**src/rtl/alu_pkg.sv**
```systemverilog
// alu_pkg: ALU control codes, instruction classes and funct constants shared by the decode stage and the ALU.
package alu_pkg;
    typedef enum logic [3:0] {
        ALU_AND = 4'b0000,
        ALU_OR  = 4'b0001,
        ALU_ADD = 4'b0010,
        ALU_SUB = 4'b0110
    } alu_ctrl_e;
    typedef enum logic [1:0] {
        OP_LS = 2'b00,
        OP_BR = 2'b01,
        OP_R  = 2'b10,
        OP_I  = 2'b11
    } alu_op_e;
    typedef enum logic [1:0] {
        EMPTY,
        ONE,
        TWO
    } state_e;
    localparam logic [2:0] F3_ADD  = 3'b000;
    localparam logic [2:0] F3_AND  = 3'b111;
    localparam logic [2:0] F3_OR   = 3'b110;
    localparam logic [6:0] F7_BASE = 7'b0000000;
    localparam logic [6:0] F7_ALT  = 7'b0100000;
    typedef struct packed {
        alu_ctrl_e   ctrl;
        logic        illegal;
        logic [63:0] op1;
        logic [63:0] op2;
    } entry_t;
endpackage

```
**src/rtl/alu_ctrl_stage_if.sv**
```systemverilog
// alu_ctrl_stage_if: decode-side input handshake and ALU-side output handshake of the control stage.
interface alu_ctrl_stage_if;
    logic        in_valid_i;
    logic        in_ready_o;
    logic [1:0]  alu_op_i;
    logic [2:0]  funct3_i;
    logic [6:0]  funct7_i;
    logic [63:0] op1_i;
    logic [63:0] op2_i;
    logic        out_valid_o;
    logic        out_ready_i;
    logic [3:0]  ctrl_signal_o;
    logic [63:0] op1_o;
    logic [63:0] op2_o;
    logic        illegal_o;
    modport slave (
        input  in_valid_i, alu_op_i, funct3_i, funct7_i, op1_i, op2_i, out_ready_i,
        output in_ready_o, out_valid_o, ctrl_signal_o, op1_o, op2_o, illegal_o
    );
    modport master (
        output in_valid_i, alu_op_i, funct3_i, funct7_i, op1_i, op2_i, out_ready_i,
        input  in_ready_o, out_valid_o, ctrl_signal_o, op1_o, op2_o, illegal_o
    );
endinterface

```
**src/rtl/alu_ctrl_decode.sv**
```systemverilog
// alu_ctrl_decode: maps instruction class and funct fields to a 4-bit ALU control code.
module alu_ctrl_decode
    import alu_pkg::*;
(
    input  logic [1:0] alu_op_i,
    input  logic [2:0] funct3_i,
    input  logic [6:0] funct7_i,
    output alu_ctrl_e  ctrl_o,
    output logic       illegal_o
);
    always_comb begin
        ctrl_o    = ALU_ADD;
        illegal_o = 1'b0;
        case (alu_op_i)
            OP_LS: ctrl_o = ALU_ADD;
            OP_BR: ctrl_o = ALU_SUB;
            OP_R: begin
                case ({funct3_i, funct7_i})
                    {F3_ADD, F7_BASE}: ctrl_o = ALU_ADD;
                    {F3_ADD, F7_ALT}:  ctrl_o = ALU_SUB;
                    {F3_AND, F7_BASE}: ctrl_o = ALU_AND;
                    {F3_OR,  F7_BASE}: ctrl_o = ALU_OR;
                    default:           illegal_o = 1'b1;
                endcase
            end
            default: begin
                case (funct3_i)
                    F3_ADD:  ctrl_o = ALU_ADD;
                    F3_AND:  ctrl_o = ALU_AND;
                    F3_OR:   ctrl_o = ALU_OR;
                    default: illegal_o = 1'b1;
                endcase
            end
        endcase
    end
endmodule

```
**src/rtl/alu_ctrl_stage.sv**
```systemverilog
// alu_ctrl_stage: decodes ALU control at the input and buffers operations in a 2-entry skid buffer
// so in_ready_o depends only on registered state.
module alu_ctrl_stage
    import alu_pkg::*;
(
    input logic clk_i,
    input logic rst_ni,
    input logic flush_i,
    alu_ctrl_stage_if.slave bus
);
    localparam entry_t RST_ENTRY = '{ctrl: ALU_ADD, illegal: 1'b0, op1: '0, op2: '0};
    alu_ctrl_e dec_ctrl;
    logic      dec_illegal;
    state_e    state_q, state_d;
    entry_t    main_q, main_d, skid_q, skid_d, in_entry;
    logic      accept, drain;
    alu_ctrl_decode u_dec (
        .alu_op_i  (bus.alu_op_i),
        .funct3_i  (bus.funct3_i),
        .funct7_i  (bus.funct7_i),
        .ctrl_o    (dec_ctrl),
        .illegal_o (dec_illegal)
    );
    assign in_entry          = '{ctrl: dec_ctrl, illegal: dec_illegal, op1: bus.op1_i, op2: bus.op2_i};
    assign bus.in_ready_o    = state_q != TWO;
    assign bus.out_valid_o   = state_q != EMPTY;
    assign bus.ctrl_signal_o = main_q.ctrl;
    assign bus.illegal_o     = main_q.illegal;
    assign bus.op1_o         = main_q.op1;
    assign bus.op2_o         = main_q.op2;
    assign accept            = bus.in_valid_i && bus.in_ready_o;
    assign drain             = bus.out_valid_o && bus.out_ready_i;
    always_ff @(posedge clk_i or negedge rst_ni) begin
        if (!rst_ni) begin
            state_q <= EMPTY;
            main_q  <= RST_ENTRY;
            skid_q  <= RST_ENTRY;
        end else begin
            state_q <= state_d;
            main_q  <= main_d;
            skid_q  <= skid_d;
        end
    end
    // Flush only empties the buffer; payload registers keep their last value.
    always_comb begin
        state_d = state_q;
        main_d  = main_q;
        skid_d  = skid_q;
        if (flush_i) state_d = EMPTY;
        else begin
            case (state_q)
                EMPTY: if (accept) begin
                    main_d  = in_entry;
                    state_d = ONE;
                end
                ONE: begin
                    if (accept && !drain) begin
                        skid_d  = in_entry;
                        state_d = TWO;
                    end else if (accept) main_d = in_entry;
                    else if (drain) state_d = EMPTY;
                end
                TWO: if (drain) begin
                    main_d  = skid_q;
                    state_d = ONE;
                end
                default: state_d = EMPTY;
            endcase
        end
    end
endmodule

```
**src/flat_wrapper.sv**
```systemverilog
// flat-port wrapper written by rule: the top's interface ports become plain ports
module alu_ctrl_stage_flat import alu_pkg::*;
  (clk_i, rst_ni, flush_i, bus_in_valid_i, bus_alu_op_i, bus_funct3_i, bus_funct7_i, bus_op1_i, bus_op2_i, bus_out_ready_i, bus_in_ready_o, bus_out_valid_o, bus_ctrl_signal_o, bus_op1_o, bus_op2_o, bus_illegal_o);
  alu_ctrl_stage_if bus_i ();
  input logic clk_i;
  input logic rst_ni;
  input logic flush_i;
  input wire logic [$bits(bus_i.in_valid_i)-1:0] bus_in_valid_i;
  input wire logic [$bits(bus_i.alu_op_i)-1:0] bus_alu_op_i;
  input wire logic [$bits(bus_i.funct3_i)-1:0] bus_funct3_i;
  input wire logic [$bits(bus_i.funct7_i)-1:0] bus_funct7_i;
  input wire logic [$bits(bus_i.op1_i)-1:0] bus_op1_i;
  input wire logic [$bits(bus_i.op2_i)-1:0] bus_op2_i;
  input wire logic [$bits(bus_i.out_ready_i)-1:0] bus_out_ready_i;
  output wire logic [$bits(bus_i.in_ready_o)-1:0] bus_in_ready_o;
  output wire logic [$bits(bus_i.out_valid_o)-1:0] bus_out_valid_o;
  output wire logic [$bits(bus_i.ctrl_signal_o)-1:0] bus_ctrl_signal_o;
  output wire logic [$bits(bus_i.op1_o)-1:0] bus_op1_o;
  output wire logic [$bits(bus_i.op2_o)-1:0] bus_op2_o;
  output wire logic [$bits(bus_i.illegal_o)-1:0] bus_illegal_o;
  assign bus_i.in_valid_i = bus_in_valid_i;
  assign bus_i.alu_op_i = bus_alu_op_i;
  assign bus_i.funct3_i = bus_funct3_i;
  assign bus_i.funct7_i = bus_funct7_i;
  assign bus_i.op1_i = bus_op1_i;
  assign bus_i.op2_i = bus_op2_i;
  assign bus_i.out_ready_i = bus_out_ready_i;
  assign bus_in_ready_o = bus_i.in_ready_o;
  assign bus_out_valid_o = bus_i.out_valid_o;
  assign bus_ctrl_signal_o = bus_i.ctrl_signal_o;
  assign bus_op1_o = bus_i.op1_o;
  assign bus_op2_o = bus_i.op2_o;
  assign bus_illegal_o = bus_i.illegal_o;
  alu_ctrl_stage u_core (.clk_i(clk_i), .rst_ni(rst_ni), .flush_i(flush_i), .bus(bus_i));
endmodule
```
**config.mk**
```make
export PLATFORM = sky130hd
export DESIGN_NAME = alu_ctrl_stage_flat
export DESIGN_NICKNAME = d
export VERILOG_FILES = /design/src/rtl/alu_pkg.sv /design/src/rtl/alu_ctrl_stage_if.sv /design/src/rtl/alu_ctrl_decode.sv /design/src/rtl/alu_ctrl_stage.sv /design/src/flat_wrapper.sv
export SDC_FILE = /design/constraint.sdc
export NUM_CORES = 1
export LEC_CHECK = 0
export ABC_AREA = 1
export CORE_ASPECT_RATIO = 0.5
export CORE_MARGIN = 8
export CORE_UTILIZATION = 31
export CTS_CLUSTER_DIAMETER = 100
export DETAILED_ROUTE_END_ITERATION = 16
export PLACE_DENSITY_LB_ADDON = 0.12
export SETUP_SLACK_MARGIN = 0.4
export SKIP_LAST_GASP = 1
export SLEW_MARGIN = 5
export SYNTH_ARGS = -nofsm -noshare
export SYNTH_HDL_FRONTEND = slang
export SYNTH_SLANG_ARGS = --single-unit
```
**constraint.sdc**
```tcl
create_clock -name clk_i -period 2 [get_ports clk_i]
set_clock_uncertainty 0.1 [all_clocks]
set_input_delay 0.5 -clock clk_i [delete_from_list [all_inputs] [get_ports clk_i]]
set_output_delay 0.5 -clock clk_i [all_outputs]
set_load 0.01 [all_outputs]
```
==> results.sh <==
export IMPL_area_delta_synth_final_pct=58.0
export IMPL_detail_route_vias_per_cell=4.69
export IMPL_fin_setup_tns_ns=0
export IMPL_die_w_um=289
export IMPL_drt_pass1_iterations=5
export IMPL_rsz0062_at_grt="yes"
export IMPL_ir_drop_mv=0.598
export IMPL_min_period_ns=1.96
export IMPL_clockBufferDepth=3
export IMPL_drt_wirelength_per_cell_um=18.5
export IMPL_start_util=0.312
export IMPL_grt_pass1_vias=10700
export IMPL_rows=50
export IMPL_leakagePower_uw=0.00925
export IMPL_finalWeightedCongestion=0.782
export IMPL_grt_first_pass_wirelength_um=61100
export IMPL_worstPathRequired_ns=1.40
export IMPL_drive_above_1_share=0.262
export IMPL_utilization=0.493
export IMPL_drc=0
export IMPL_ys_seq_area_frac=0.575
export IMPL_port_buffers=278
export IMPL_postRouteAntennaNets=0
export IMPL_dp_cells=2136
export IMPL_yosysTopAreaCell="dfrtp_1"
export IMPL_synth_seq_cells=266
export IMPL_hpwl_um=23100
export IMPL_fmax_ghz=0.511
export IMPL_cts_sinks=266
export IMPL_grtUsageTotal=0.172
export IMPL_synth_area_top_cells="dfrtp_1 (57%), nand2_1 (19%), o21ai_0 (9.1%)"
export IMPL_clkTransAtPathRegs_ns=0.06
export IMPL_nNetsFinal=1959
export IMPL_cts_root_buf="clkbuf_16"
export IMPL_vias=10900
export IMPL_rrSetupSlack_ns=0.04
export IMPL_antenna_found_initial=0
export IMPL_hold_path_class="in -> async"
export IMPL_htreeDepth=1
export IMPL_end_kind="primary output"
export IMPL_synth_ff_type="dfrtp_1"
export IMPL_ys_async_sr_fraction=1.00
export IMPL_cts_buffers=27
export IMPL_grt_max_degree=103
export IMPL_fp_dieH_um=153
export IMPL_ios=280
export IMPL_core_area_um2=37100
export IMPL_clk_latency_ns=0.54
export IMPL_synthDistinctLibCells=22
export IMPL_syn_area_um2=11600
export IMPL_status="finished clean"
export IMPL_synth_top_area_frac=0.571
export IMPL_dieArea_um2=44200
export IMPL_syn_avg_cell_area_um2=8.15
export IMPL_post_route_period_util=0.978
export IMPL_drv_cap=0
export IMPL_synthesis_nets=1565
export IMPL_startpoint_type="flop"
export IMPL_powerDensity_nw_per_um2=1240
export IMPL_layoutNonFillerInstCount=2328
export IMPL_setup_viol=0
export IMPL_cts_tree="done"
export IMPL_hold_viol_final=0
export IMPL_drv_slew=0
export IMPL_critical_path_class="reg -> out"
export IMPL_synth_edf_count=0
export IMPL_nFillCells=3473
export IMPL_diodes=0
export IMPL_drtIter0Drc=740
export IMPL_arrival_ns=1.36
export IMPL_cp_max_fo=2
export IMPL_wl_um=43100
export IMPL_postSynthCellCount=1420
export IMPL_grt_overflow=0
export IMPL_yosys_warnings=0
flip-flops by register name, summed over array words and instances (netlist names):
register,count
u_core.bus.ctrl_signal_o,3
u_core.bus.illegal_o,1
u_core.bus.op1_o,64
u_core.bus.op2_o,64
u_core.skid_q,132
u_core.state_q,2
through the flow:
step           hold slack, ns  setup WS [ns]  cell area (um^2)  power, uW
3_3_place_gp            0.331         -0.193             15000      15700
4_1_cts                 0.351         0.0530             17400      22500
6_report                0.348         0.0441             18300      22700
3_5_place_dp            0.330         -0.210             15000      15800
5_1_grt                 0.367        -0.0443             18300      24200
2_1_floorplan           0.104          0.436             11600      12000
cells by family after synthesis:
group                  after synthesis  synth area share
AND/OR/NAND/NOR                    614             0.202
AO/OA/AOI/OAI                      312             0.135
flip-flops                         266             0.575
buffers and inverters              227            0.0873
other                                1          0.000324
per-layer routing:
metal  global-route usage  share of wire  up-vias
met5                    0              0        -
met4               0.0403          0.020        0
met3               0.0269          0.039       56
met2                0.321           0.53      237
met1                0.206           0.41     5377
li1                     -              -     5244
worst paths after layout:
path / startpoint / to / cells after the start
worst max-delay path: u_core.state_q[0]$_DFFE_PN0P_ / bus_out_valid_o / 4
min in group clk_i: u_core.bus.op1_o[4]$_DFFE_PN0P_ / u_core.bus.op1_o[4]$_DFFE_PN0P_ / 2
worst min-delay path: rst_ni / u_core.skid_q[118]$_DFFE_PN0P_ / 2
worst max register to register: u_core.state_q[1]$_DFFE_PN0P_ / u_core.skid_q[92]$_DFFE_PN0P_ / 11
worst min register to register: u_core.bus.op1_o[4]$_DFFE_PN0P_ / u_core.bus.op1_o[4]$_DFFE_PN0P_ / 2
max in group asynchronous: rst_ni / u_core.bus.ctrl_signal_o[1]$_DFFE_PN1P_ / 3
placed cells by master (no fill, tap or decap), types with 27 or more instances in the layout:
cell type,n
clkdlybuf4s50_1,143
nand2_2,63
o21ai_2,35
o21ai_1,90
nand2_1,499
buf_16,32
o21ai_0,183
clkbuf_16,40
buf_4,61
buf_12,27
buf_2,99
buf_6,62
inv_1,136
dfrtp_1,263
timing repair:
action | 4_1_cts | 5_1_grt
gates cloned | 28 | 25
buffers inserted | 83 | 6
hold endpoints to repair | 37 | 0
hold buffers | 1 | 0
pin swaps | 6 | 2
setup endpoints to repair | 399 | 400
resized for setup | 737 | 112
final cells by class:
type / count / area, um^2 / area share
timing repair buffer: 448 / 5060 / 0.277
inverter: 141 / 574 / 0.0314
sequential: 266 / 6660 / 0.364
clock buffer: 35 / 756 / 0.0413
timing repair inverter: 2 / 36.3 / 0.00198
tap: 494 / 618 / 0.0338
clock inverter: 14 / 205 / 0.0112
multi-input combinational: 928 / 4390 / 0.240
report_power, final:
| part | total (uW) | switching, uW | internal [uW] |
|---|---|---|---|
| registers | 8970 | 1240 | 7730 |
| clock network | 5560 | 2250 | 3310 |
| logic | 8160 | 4090 | 4070 |
| total | 22700 | 7570 | 15100 |
critical path, stage by stage, from the launching register on:
cell and delay (ns):
dfrtp_1 0.42, buf_6 0.14, nor2_4 0.09, inv_2 0.06
buf_6 0.11
synth_stat cells (2+ instances only):
| cell | instances |
|---|---|
| o21ai_0 | 211 |
| nand2_2 | 4 |
| nor2_1 | 19 |
| inv_2 | 3 |
| buf_4 | 9 |
| buf_6 | 9 |
| a21oi_1 | 2 |
| o21ai_1 | 98 |
| nand3_1 | 10 |
| clkbuf_1 | 24 |
| nand2_1 | 576 |
| dfstp_2 | 2 |
| buf_2 | 43 |
| nand4_1 | 3 |
| dfrtp_1 | 264 |
| inv_1 | 137 |
No activity file was read; power rests on OpenSTA's default activity.
